[config.mk]
export PLATFORM = sky130hd
export DESIGN_NAME = store_buffer
export DESIGN_NICKNAME = d
export VERILOG_FILES = /design/src/rtl/store_buffer.sv
export SDC_FILE = /design/constraint.sdc
export NUM_CORES = 1
export LEC_CHECK = 0
export ABC_AREA = 0
export BUFFER_PORTS_ARGS = -buffer_cell sky130_fd_sc_hd__buf_2
export CAP_MARGIN = 20
export CORE_MARGIN = 5
export CORE_UTILIZATION = 35
export CTS_CLUSTER_DIAMETER = 150
export DETAILED_ROUTE_END_ITERATION = 8
export GPL_TIMING_DRIVEN = 0
export PLACE_DENSITY = 0.54
export RECOVER_POWER = 50
export SYNTH_ARGS = -nofsm -noshare
export SYNTH_HDL_FRONTEND = slang
export SYNTH_SLANG_ARGS = --single-unit
[constraint.sdc]
create_clock -name clk -period 4.1 [get_ports clk]
set_input_delay 0.41 -clock clk [delete_from_list [all_inputs] [get_ports clk]]
set_output_delay 0.41 -clock clk [all_outputs]
set_load 0.01 [all_outputs]
[src/rtl/store_buffer.sv]
// store_buffer: posted-write FIFO between CPU memory stage and data_mem, with load forwarding
//   clk, rst_n                       clock, async active-low reset
//   cpu_address/cpu_write_data       CPU request address and store data
//   cpu_mem_read/cpu_mem_write       CPU load/store requests (both high = store)
//   cpu_read_data                    load result (forwarded or from data_mem)
//   stall                            store refused this cycle (buffer full)
//   buf_empty                        no valid entries
//   mem_address/mem_write_data/mem_read/mem_write/mem_read_data  data_mem port
module store_buffer #(
  parameter int DEPTH     = 4,
  parameter int ADDR_BITS = 16
) (
  input  logic        clk,
  input  logic        rst_n,
  input  logic [31:0] cpu_address,
  input  logic [31:0] cpu_write_data,
  input  logic        cpu_mem_read,
  input  logic        cpu_mem_write,
  output logic [31:0] cpu_read_data,
  output logic        stall,
  output logic        buf_empty,
  output logic [31:0] mem_address,
  output logic [31:0] mem_write_data,
  output logic        mem_read,
  output logic        mem_write,
  input  logic [31:0] mem_read_data
);
  localparam int PW = $clog2(DEPTH);
  localparam int CW = PW + 1;
  logic [ADDR_BITS-1:0] addr_q [DEPTH];
  logic [ADDR_BITS-1:0] addr_d [DEPTH];
  logic [31:0]          data_q [DEPTH];
  logic [31:0]          data_d [DEPTH];
  logic [PW-1:0]        head_q, head_d, tail_q, tail_d;
  logic [CW-1:0]        count_q, count_d;
  logic                 is_load, full, hit, load_miss, drain_en, enq;
  logic [31:0]          hit_data;
  always_comb begin
    is_load = cpu_mem_read && !cpu_mem_write;
    full    = count_q == CW'(DEPTH);
    hit      = 1'b0;
    hit_data = '0;
    // scan oldest to youngest so the last match wins
    for (int i = 0; i < DEPTH; i++)
      if (CW'(i) < count_q && addr_q[head_q + PW'(i)] == cpu_address[ADDR_BITS-1:0]) begin
        hit      = 1'b1;
        hit_data = data_q[head_q + PW'(i)];
      end
    load_miss = is_load && !hit;
    // store and drain never coincide except when full, where no enqueue happens
    drain_en  = count_q != '0 && !load_miss && (!cpu_mem_write || full);
    enq       = cpu_mem_write && !full;
    stall          = cpu_mem_write && full;
    buf_empty      = count_q == '0;
    mem_read       = load_miss;
    mem_write      = drain_en;
    mem_address    = drain_en ? {{(32-ADDR_BITS){1'b0}}, addr_q[head_q]} : cpu_address;
    mem_write_data = drain_en ? data_q[head_q] : '0;
    cpu_read_data  = !is_load ? '0 : hit ? hit_data : mem_read_data;
    addr_d = addr_q;
    data_d = data_q;
    if (enq) begin
      addr_d[tail_q] = cpu_address[ADDR_BITS-1:0];
      data_d[tail_q] = cpu_write_data;
    end
    tail_d  = enq ? tail_q + 1'b1 : tail_q;
    head_d  = drain_en ? head_q + 1'b1 : head_q;
    count_d = enq ? count_q + 1'b1 : drain_en ? count_q - 1'b1 : count_q;
  end
  always_ff @(posedge clk or negedge rst_n)
    if (!rst_n) begin
      for (int i = 0; i < DEPTH; i++) begin
        addr_q[i] <= '0;
        data_q[i] <= '0;
      end
      head_q  <= '0;
      tail_q  <= '0;
      count_q <= '0;
    end else begin
      addr_q  <= addr_d;
      data_q  <= data_d;
      head_q  <= head_d;
      tail_q  <= tail_d;
      count_q <= count_d;
    end
endmodule

==> results of run 1 <==
flip-flops by register name, indices dropped and copies added, names as in the netlist:
| name | count |
|---|---|
| tail_q | 2 |
| data_q | 128 |
| head_q | 2 |
| addr_q | 64 |
| count_q | 3 |
synth_stat cells, drive strengths merged (4+ instances only):
master / n
mux2: 259
xnor2: 51
o311ai: 32
nand3: 17
mux4: 38
a31oi: 33
o22ai: 4
nand4: 51
dfrtp: 199
and2: 17
mux2i: 120
buf: 81
nand2b: 7
xor2: 9
a21oi: 40
ha: 8
o21ai: 122
nor2: 141
nand2: 156
inv: 12
clkbuf: 67
a211oi: 36
power by group through the flow:
stage / registers [W] / clock network (W) / logic [W]
6_report: 0.00397 / 0.00184 / 0.0123
5_1_grt: 0.00411 / 0.00196 / 0.0129
4_1_cts: 0.00391 / 0.00189 / 0.0111
3_5_place_dp: 0.00389 / 0 / 0.00945
3_3_place_gp: 0.00383 / 0 / 0.00937
2_1_floorplan: 0.00358 / 0 / 0.00687
kinds of logic (layout without fill, tap and decap cells):
kind of cell               count (synthesis)  count (layout)  synth area share
muxes                                    417             417             0.327
AOI/OAI and AO/OA                        299             299             0.134
DFF                                      199             199             0.327
xor gates and xnor gates                  60              60            0.0350
and+or+nand+nor                          409             409             0.120
adders and majority gates                  8               8           0.00658
buffers and inverters                    161             461            0.0506
metal layers:
metal	track usage	vias up	wire length (um)
met5	0	-	40
met4	0.0929	6	2410
met3	0.0522	149	4470
met2	0.395	701	28300
met1	0.319	7209	24500
li1	-	6297	-
repair_timing:
action / 4_1_cts / 5_1_grt
hold buffers: 1 / 0
resized for setup: 368 / 202
cloned: 11 / 5
pin swaps: 98 / 88
setup buffers: 43 / 23
hold endpoints to repair: 75 / 0
endpoints found under the setup margin: 98 / 98
final cells by class:
type / instances / area share
Clock buffer: 20 / 0.0211
Buffer: 144 / 0.0570
Tap cell: 585 / 0.0346
Clock inverter: 12 / 0.00822
Multi-Input combinational cell: 1193 / 0.530
Sequential cell: 199 / 0.235
Inverter: 13 / 0.00254
Timing Repair Buffer: 272 / 0.111
cell usage in the layout, fill, tap and decap left out, types with 8 or more instances in the layout:
master	netlist	layout
nand3_1	17	15
o21ai_0	121	111
nand2_1	156	155
o311ai_4	0	30
a31oi_4	0	14
buf_2	34	152
nor2_2	0	11
buf_4	5	63
nor2_4	0	37
mux2_2	258	254
a211oi_2	30	33
xnor2_2	0	18
a21oi_1	40	39
clkbuf_1	67	34
mux4_2	38	38
mux2i_1	119	100
inv_1	12	11
clkbuf_2	0	13
buf_6	14	75
a31oi_2	0	18
xnor2_1	51	30
dfrtp_1	199	199
nand4_1	51	51
mux2i_4	0	13
ha_1	8	8
and2_4	0	11
clkbuf_16	0	28
nor2_1	141	93
buf_12	0	32
buf_1	28	20
o21ai_1	1	10
final timing paths:
kind,startpoint,cells after the start,end,slack [ps]
max in group asynchronous,rst_n,3,data_q[23]$_DFFE_PN0P_,590
worst min-delay path,cpu_write_data[30],2,data_q[126]$_DFFE_PN0P_,190
min in group asynchronous,rst_n,2,addr_q[48]$_DFFE_PN0P_,990
worst max register to register,head_q[1]$_DFFE_PN0P_,19,head_q[0]$_DFFE_PN0P_,840
worst max-delay path,head_q[1]$_DFFE_PN0P_,19,mem_address[8],-180
worst min register to register,data_q[107]$_DFFE_PN0P_,1,data_q[107]$_DFFE_PN0P_,520
stage by stage:
stage               instances   util  setup TNS (ps)  total power (W)
floorplan                1553      -               0           0.0105
global placement         2327  0.392         -173470           0.0132
detailed placement       2328  0.393          -35160           0.0133
CTS                      2413  0.465          -13890           0.0169
global route             2438  0.491          -22810           0.0190
finish                   2438  0.491           -8200           0.0181
==> flow_metrics.tcl, run 1 <==
set metrics [dict create \
    status "finished, violations left" \
    violations "max-capacitance violations, max-slew violations, negative setup slack" \
    grt_overflow 0 \
    cts.sinks 199 \
    drive_gt1_frac 0.491 \
    hold_viol 0 \
    io_pins 200 \
    crit_family "buffers and inverters" \
    finalCriticalPeriod_ps 4280 \
    vias 14400 \
    placed_area_um2 16900 \
    worstPathMaxFanout 8 \
    grt_pass1_vias 14500 \
    crit_chain "buf_8 > buf_12 > buf_12 > buf_12 > buf_12 > buf_12 > buf_6 > mux2i_1 > a22oi_1 > nand4_1 > mux2i_4 > nand3_1 > nand4_1 > buf_6 > o21ai_4 > buf_12 > bufbuf_16 > mux2_2 > buf_6" \
    crit_path_frequent_cell "buf_12" \
    ant_nets 0 \
    synth-edff-count 0 \
    nets 1948 \
    vias_per_cell 5.89 \
    die-area_um2 47800 \
    path_class "register to output port" \
    async_flop_share 1.00 \
    yosysTopAreaCell "dfrtp_1" \
    grt_max_degree 125 \
    clk_path_buf_depth 2 \
    power.leakage_nw 8.65 \
    cts-htree-levels 4 \
    routed_wl_um 59800 \
    dp_hpwl_um 39900 \
    synthDistinctLibCells 68 \
    synth_ff_type "dfrtp_1" \
    hp-class "input port to register" \
    synth_area_leaders "dfrtp_1 (33%), mux2_2 (19%), mux2i_1 (7.8%)" \
    syn_nets 1661 \
    slowest_stage "dfrtp_1" \
    grt_use_total 0.243 \
    final-setup-viol-count 86 \
    arrival_ps 3870 \
    syn_area_per_cell_um2 9.80 \
    clk_pin_slew_ps 80 \
    irDropWorstVdd_v 0.000339 \
    insertion_delay_ps 500 \
    fillers 4003 \
    first_pass_iters 6 \
    p_clk_frac 0.102 \
    tightest_slew_ps 1920 \
    cp-start-kind "register" \
    p_int_w 0.00984 \
    switching_share 0.456 \
    required_ps 3690 \
    numCtsBuffers 17 \
    ff_latch_area_um2 4980 \
    clock-root-buffer "clkbuf_16" \
    p_comb_frac 0.679 \
    gp_congestion 0.956 \
    yosysSeqAreaShare 0.327 \
    dp_slack_ps -767 \
    drv_cap 2 \
    drcViolationCount 0 \
    worst_setup_path_end_kind "output port" \
    num_rows 76 \
    path_buf_inv 11 \
    area_growth_pct 38.9 \
    grt_pass1_wl_um 89100 \
    drt_iter0_drc 1129 \
    power.density_nw_per_um2 855 \
    netlist_area_um2 15200 \
    crit_path_max_incr_delay_ps 390 \
    final_cell_area_um2 21100 \
    die_h_um 219 \
    p_seq_frac 0.220 \
    multi_input_area_um2 11200 \
    drv_slew 202 \
    cts_tree "done" \
    skew_ps 20.9 \
    relSlewSlack -0.281 \
    synth_cells 1553 \
    ys_warn_count 0 \
    p_switching_w 0.00824 \
    ys_seq_elements 199 \
    period_share 1.04 \
    fmax_ghz 0.234 \
    diodes 0 \
    initial_utilization 0.353 \
    setup_slack_ps -179 \
    synth_top_area_frac 0.327 \
    timing.hold.ws_ps 186 \
    port_buffers 189 \
    core_um2 43100 \
    grt_antenna_before_repair 3 \
    wl_per_cell_um 24.5 \
    rsz0062_at_grt "yes" \
    die_w_um 219 \
]
Note: power is estimated with default switching activity, not from simulation.
==> inputs of run 2 (changes only) <==
--- a/config.mk
+++ b/config.mk
@@ -5,7 +5,7 @@
 export SDC_FILE = /design/constraint.sdc
 export NUM_CORES = 1
 export LEC_CHECK = 0
-export ABC_AREA = 0
+export ABC_AREA = 1
 export BUFFER_PORTS_ARGS = -buffer_cell sky130_fd_sc_hd__buf_2
 export CAP_MARGIN = 20
 export CORE_MARGIN = 5
==> run 2 against run 1 <==
  * The run ends with max-capacitance violations, max-slew violations left
  * Die area grew 7.3%
  * Synthesized cell count grew 83%
  * Critical path depth shrank 6
  * First-iteration DRC count grew 130%
  * Clock skew shrank 7.5 ps
  * Synthesized area grew 7.6%
  * Worst setup slack gained 200 ps
  * Via count grew 42%
  * Final cell count grew 51%
  * Non-clock buffer count shrank 14
  * Clock power shrank 7%
  * Wire length grew 34%
==> flow_metrics.tcl, run 2 <==
set metrics [dict create \
    ys_warn_count 0 \
    dp_slack_ps -82.0 \
    grt_max_degree 105 \
    drt_iter0_drc 2542 \
    synth_common_cells "nand2_1 (1114), o21ai_0 (437), inv_1 (335)" \
    die_w_um 226 \
    synth_ff_type "dfrtp_1" \
    rr_endpoint "addr_q[11]$_DFFE_PN0P_" \
    yosysTopAreaCell "dfrtp_1" \
    diodes 0 \
    synthMuxAreaShare 0 \
    drv_cap 1 \
    layout_commonest_cell "nand2_1" \
    async_flop_share 1.00 \
    irDropWorstVdd_v 0.000347 \
    rsz0062_at_grt "yes" \
    clk_pin_slew_ps 80 \
    cts_tree "done" \
    yosysSeqAreaShare 0.304 \
    largest_register "data_q" \
    numCtsBuffers 17 \
    nets 3175 \
    p_int_w 0.00682 \
    netlist_area_um2 16400 \
    grt_overflow 0 \
    io_pins 200 \
    cp-start-kind "register" \
    required_ps 3690 \
    vias 20300 \
    dp_hpwl_um 58900 \
    power.density_nw_per_um2 859 \
    p_seq_frac 0.215 \
    port_buffers 198 \
    synthDistinctLibCells 32 \
    arrival_ps 3670 \
    top_regs "data_q x128, addr_q x64, count_q x3" \
    synth_top_area_frac 0.304 \
    area_growth_pct 17.2 \
    vias_per_cell 5.52 \
    skew_ps 13.4 \
    period_share 0.995 \
    switching_share 0.587 \
    p_clk_frac 0.104 \
    final-setup-viol-count 0 \
    synth_cells 2835 \
    path_class "register to output port" \
    power.leakage_nw 10.6 \
    routed_wl_um 79800 \
    setup_slack_ps 20.6 \
    ant_nets 0 \
    final_cell_mix "nand2_1 (1112), o21ai_0 (437), inv_1 (335)" \
    initial_utilization 0.353 \
    synth_most_common_cell "nand2_1" \
    p_comb_frac 0.681 \
    first_pass_iters 6 \
    syn_area_per_cell_um2 5.78 \
    grt_pass1_vias 19100 \
    core_um2 46500 \
    num_rows 79 \
    largest_reg_flops 128 \
    worstPathMaxFanout 19 \
    grt_use_total 0.305 \
    synth_top_family_by_area "simple AND/OR/NAND/NOR gates" \
    clk_path_buf_depth 2 \
    grt_antenna_before_repair 0 \
    regToRegSetupSlack_ps 390 \
    finalCriticalPeriod_ps 4080 \
    min-delay-start "cpu_write_data[21]" \
    hold_path_depth 3 \
    synth_adder_area_share 0.00611 \
    worst_setup_path_end_kind "output port" \
    fillers 5188 \
    r2r.worst_path.cells 10 \
    p_switching_w 0.00968 \
    gp_congestion 1.02 \
    synth_simple_gate_area_frac 0.395 \
    tightest_slew_ps 2570 \
    grt_pass1_wl_um 118000 \
    synth_area_leaders "dfrtp_1 (30%), nand2_1 (26%), o21ai_0 (13%)" \
    cts.sinks 199 \
    status "finished, violations left" \
    reg2reg_from "count_q[0]$_DFFE_PN0P_" \
    hold_viol 0 \
    ys_seq_elements 199 \
    cts-htree-levels 4 \
    drv_slew 97 \
    relSlewSlack -0.712 \
    synth_xor_xnor_area_share 0.00481 \
    hp-class "input port to register" \
    insertion_delay_ps 510 \
    die-area_um2 51200 \
    fmax_ghz 0.245 \
    synth-edff-count 0 \
    violations "max-capacitance violations, max-slew violations" \
    drcViolationCount 0 \
    finalPower_w 0.0165 \
    drive_gt1_frac 0.125 \
    die_h_um 226 \
    clock-root-buffer "clkbuf_16" \
    syn_nets 2943 \
    wl_per_cell_um 21.7 \
    synth_compound_area_frac 0.159 \
    holdPathEnd "data_q[117]$_DFFE_PN0P_" \
]
[run 2: cell types whose count changed after synthesis, moves of 50 or more]
cell     before   now
inv_1        12   335
mux2_2      258     0
mux2i_1     119     0
nand2_1     156  1114
nand3_1      17   169
nand4_1      51   121
o21ai_0     121   437
xnor2_1      51     1
[run 2: metal layers]
metal	global-route usage	wire length, um	vias up
met5	0	0	-
met4	0.127	2740	0
met3	0.0536	6960	142
met2	0.457	34400	1032
met1	0.436	35800	9705
li1	-	-	9466
[run 2: cells by family after synthesis]
kind of cell	count (synthesis)
compound gates	516
xor+xnor	9
fa+ha+maj	8
buf+inv	529
flops	199
simple gates	1574
[run 2: power groups by stage]
| stage | clock [W] | sequential, W | combinational [W] |
|---|---|---|---|
| 2_1_floorplan | 0 | 0.00336 | 0.00678 |
| 3_3_place_gp | 0 | 0.00353 | 0.0105 |
| 3_5_place_dp | 0 | 0.00354 | 0.0106 |
| 4_1_cts | 0.00174 | 0.00352 | 0.0107 |
| 5_1_grt | 0.00180 | 0.00365 | 0.0123 |
| 6_report | 0.00171 | 0.00354 | 0.0112 |
[run 2: final cells by class]
| class | instances | area (um^2) | area share |
|---|---|---|---|
| multi-input combinational | 2107 | 9430 | 0.491 |
| inverter | 340 | 1280 | 0.0669 |
| sequential | 199 | 4980 | 0.259 |
| timing repair buffer | 217 | 1180 | 0.0613 |
| clock buffer | 18 | 439 | 0.0229 |
| buffer | 185 | 1020 | 0.0531 |
| tap | 607 | 759 | 0.0396 |
| clock inverter | 13 | 111 | 0.00580 |
[run 2: what timing repair did]
action                     4_1_cts  5_1_grt
cloned                           0        0
pin swaps                        5        4
hold buffers                     1        0
hold endpoints to repair        95        0
setup buffers                    8        9
setup endpoints to repair       98       98
gates resized for setup         48      100
[run 2: worst max path at each step]
stage / to / startpoint / cells after the start
2_1_floorplan: cpu_read_data[10] / head_q[1]$_DFFE_PN0P_ / 19
3_3_place_gp: data_q[103]$_DFFE_PN0P_ / rst_n / 1
3_5_place_dp: cpu_read_data[4] / head_q[1]$_DFFE_PN0P_ / 15
4_1_cts: cpu_read_data[31] / head_q[1]$_DFFE_PN0P_ / 19
5_1_grt: cpu_read_data[17] / head_q[0]$_DFFE_PN0P_ / 16
6_report: cpu_read_data[27] / head_q[0]$_DFFE_PN0P_ / 13
[run 2: stage by stage]
stage | std cells | hold WS [ps] | setup TNS, ps | cell area [um^2] | utilization
2_1_floorplan | 2835 | 114 | 0 | 16400 | -
3_3_place_gp | 3640 | 468 | -187250 | 18100 | 0.390
3_5_place_dp | 3641 | 473 | -430 | 18200 | 0.391
4_1_cts | 3677 | 189 | 0 | 18900 | 0.408
5_1_grt | 3686 | 229 | -32.8 | 19200 | 0.413
6_report | 3686 | 212 | 0 | 19200 | 0.413
[run 2: worst max-delay path, cell delays in order, from the launching register on]
cell      delay, ps
dfrtp_1         410
buf_6           190
buf_4           270
buf_2           450
clkbuf_1        610
nand2_1         120
o21ai_0         200
o21ai_0         200
nand4_1         130
nand3_1          80
nand2_1          70
nand2_1          80
a21oi_1         170
buf_2           160
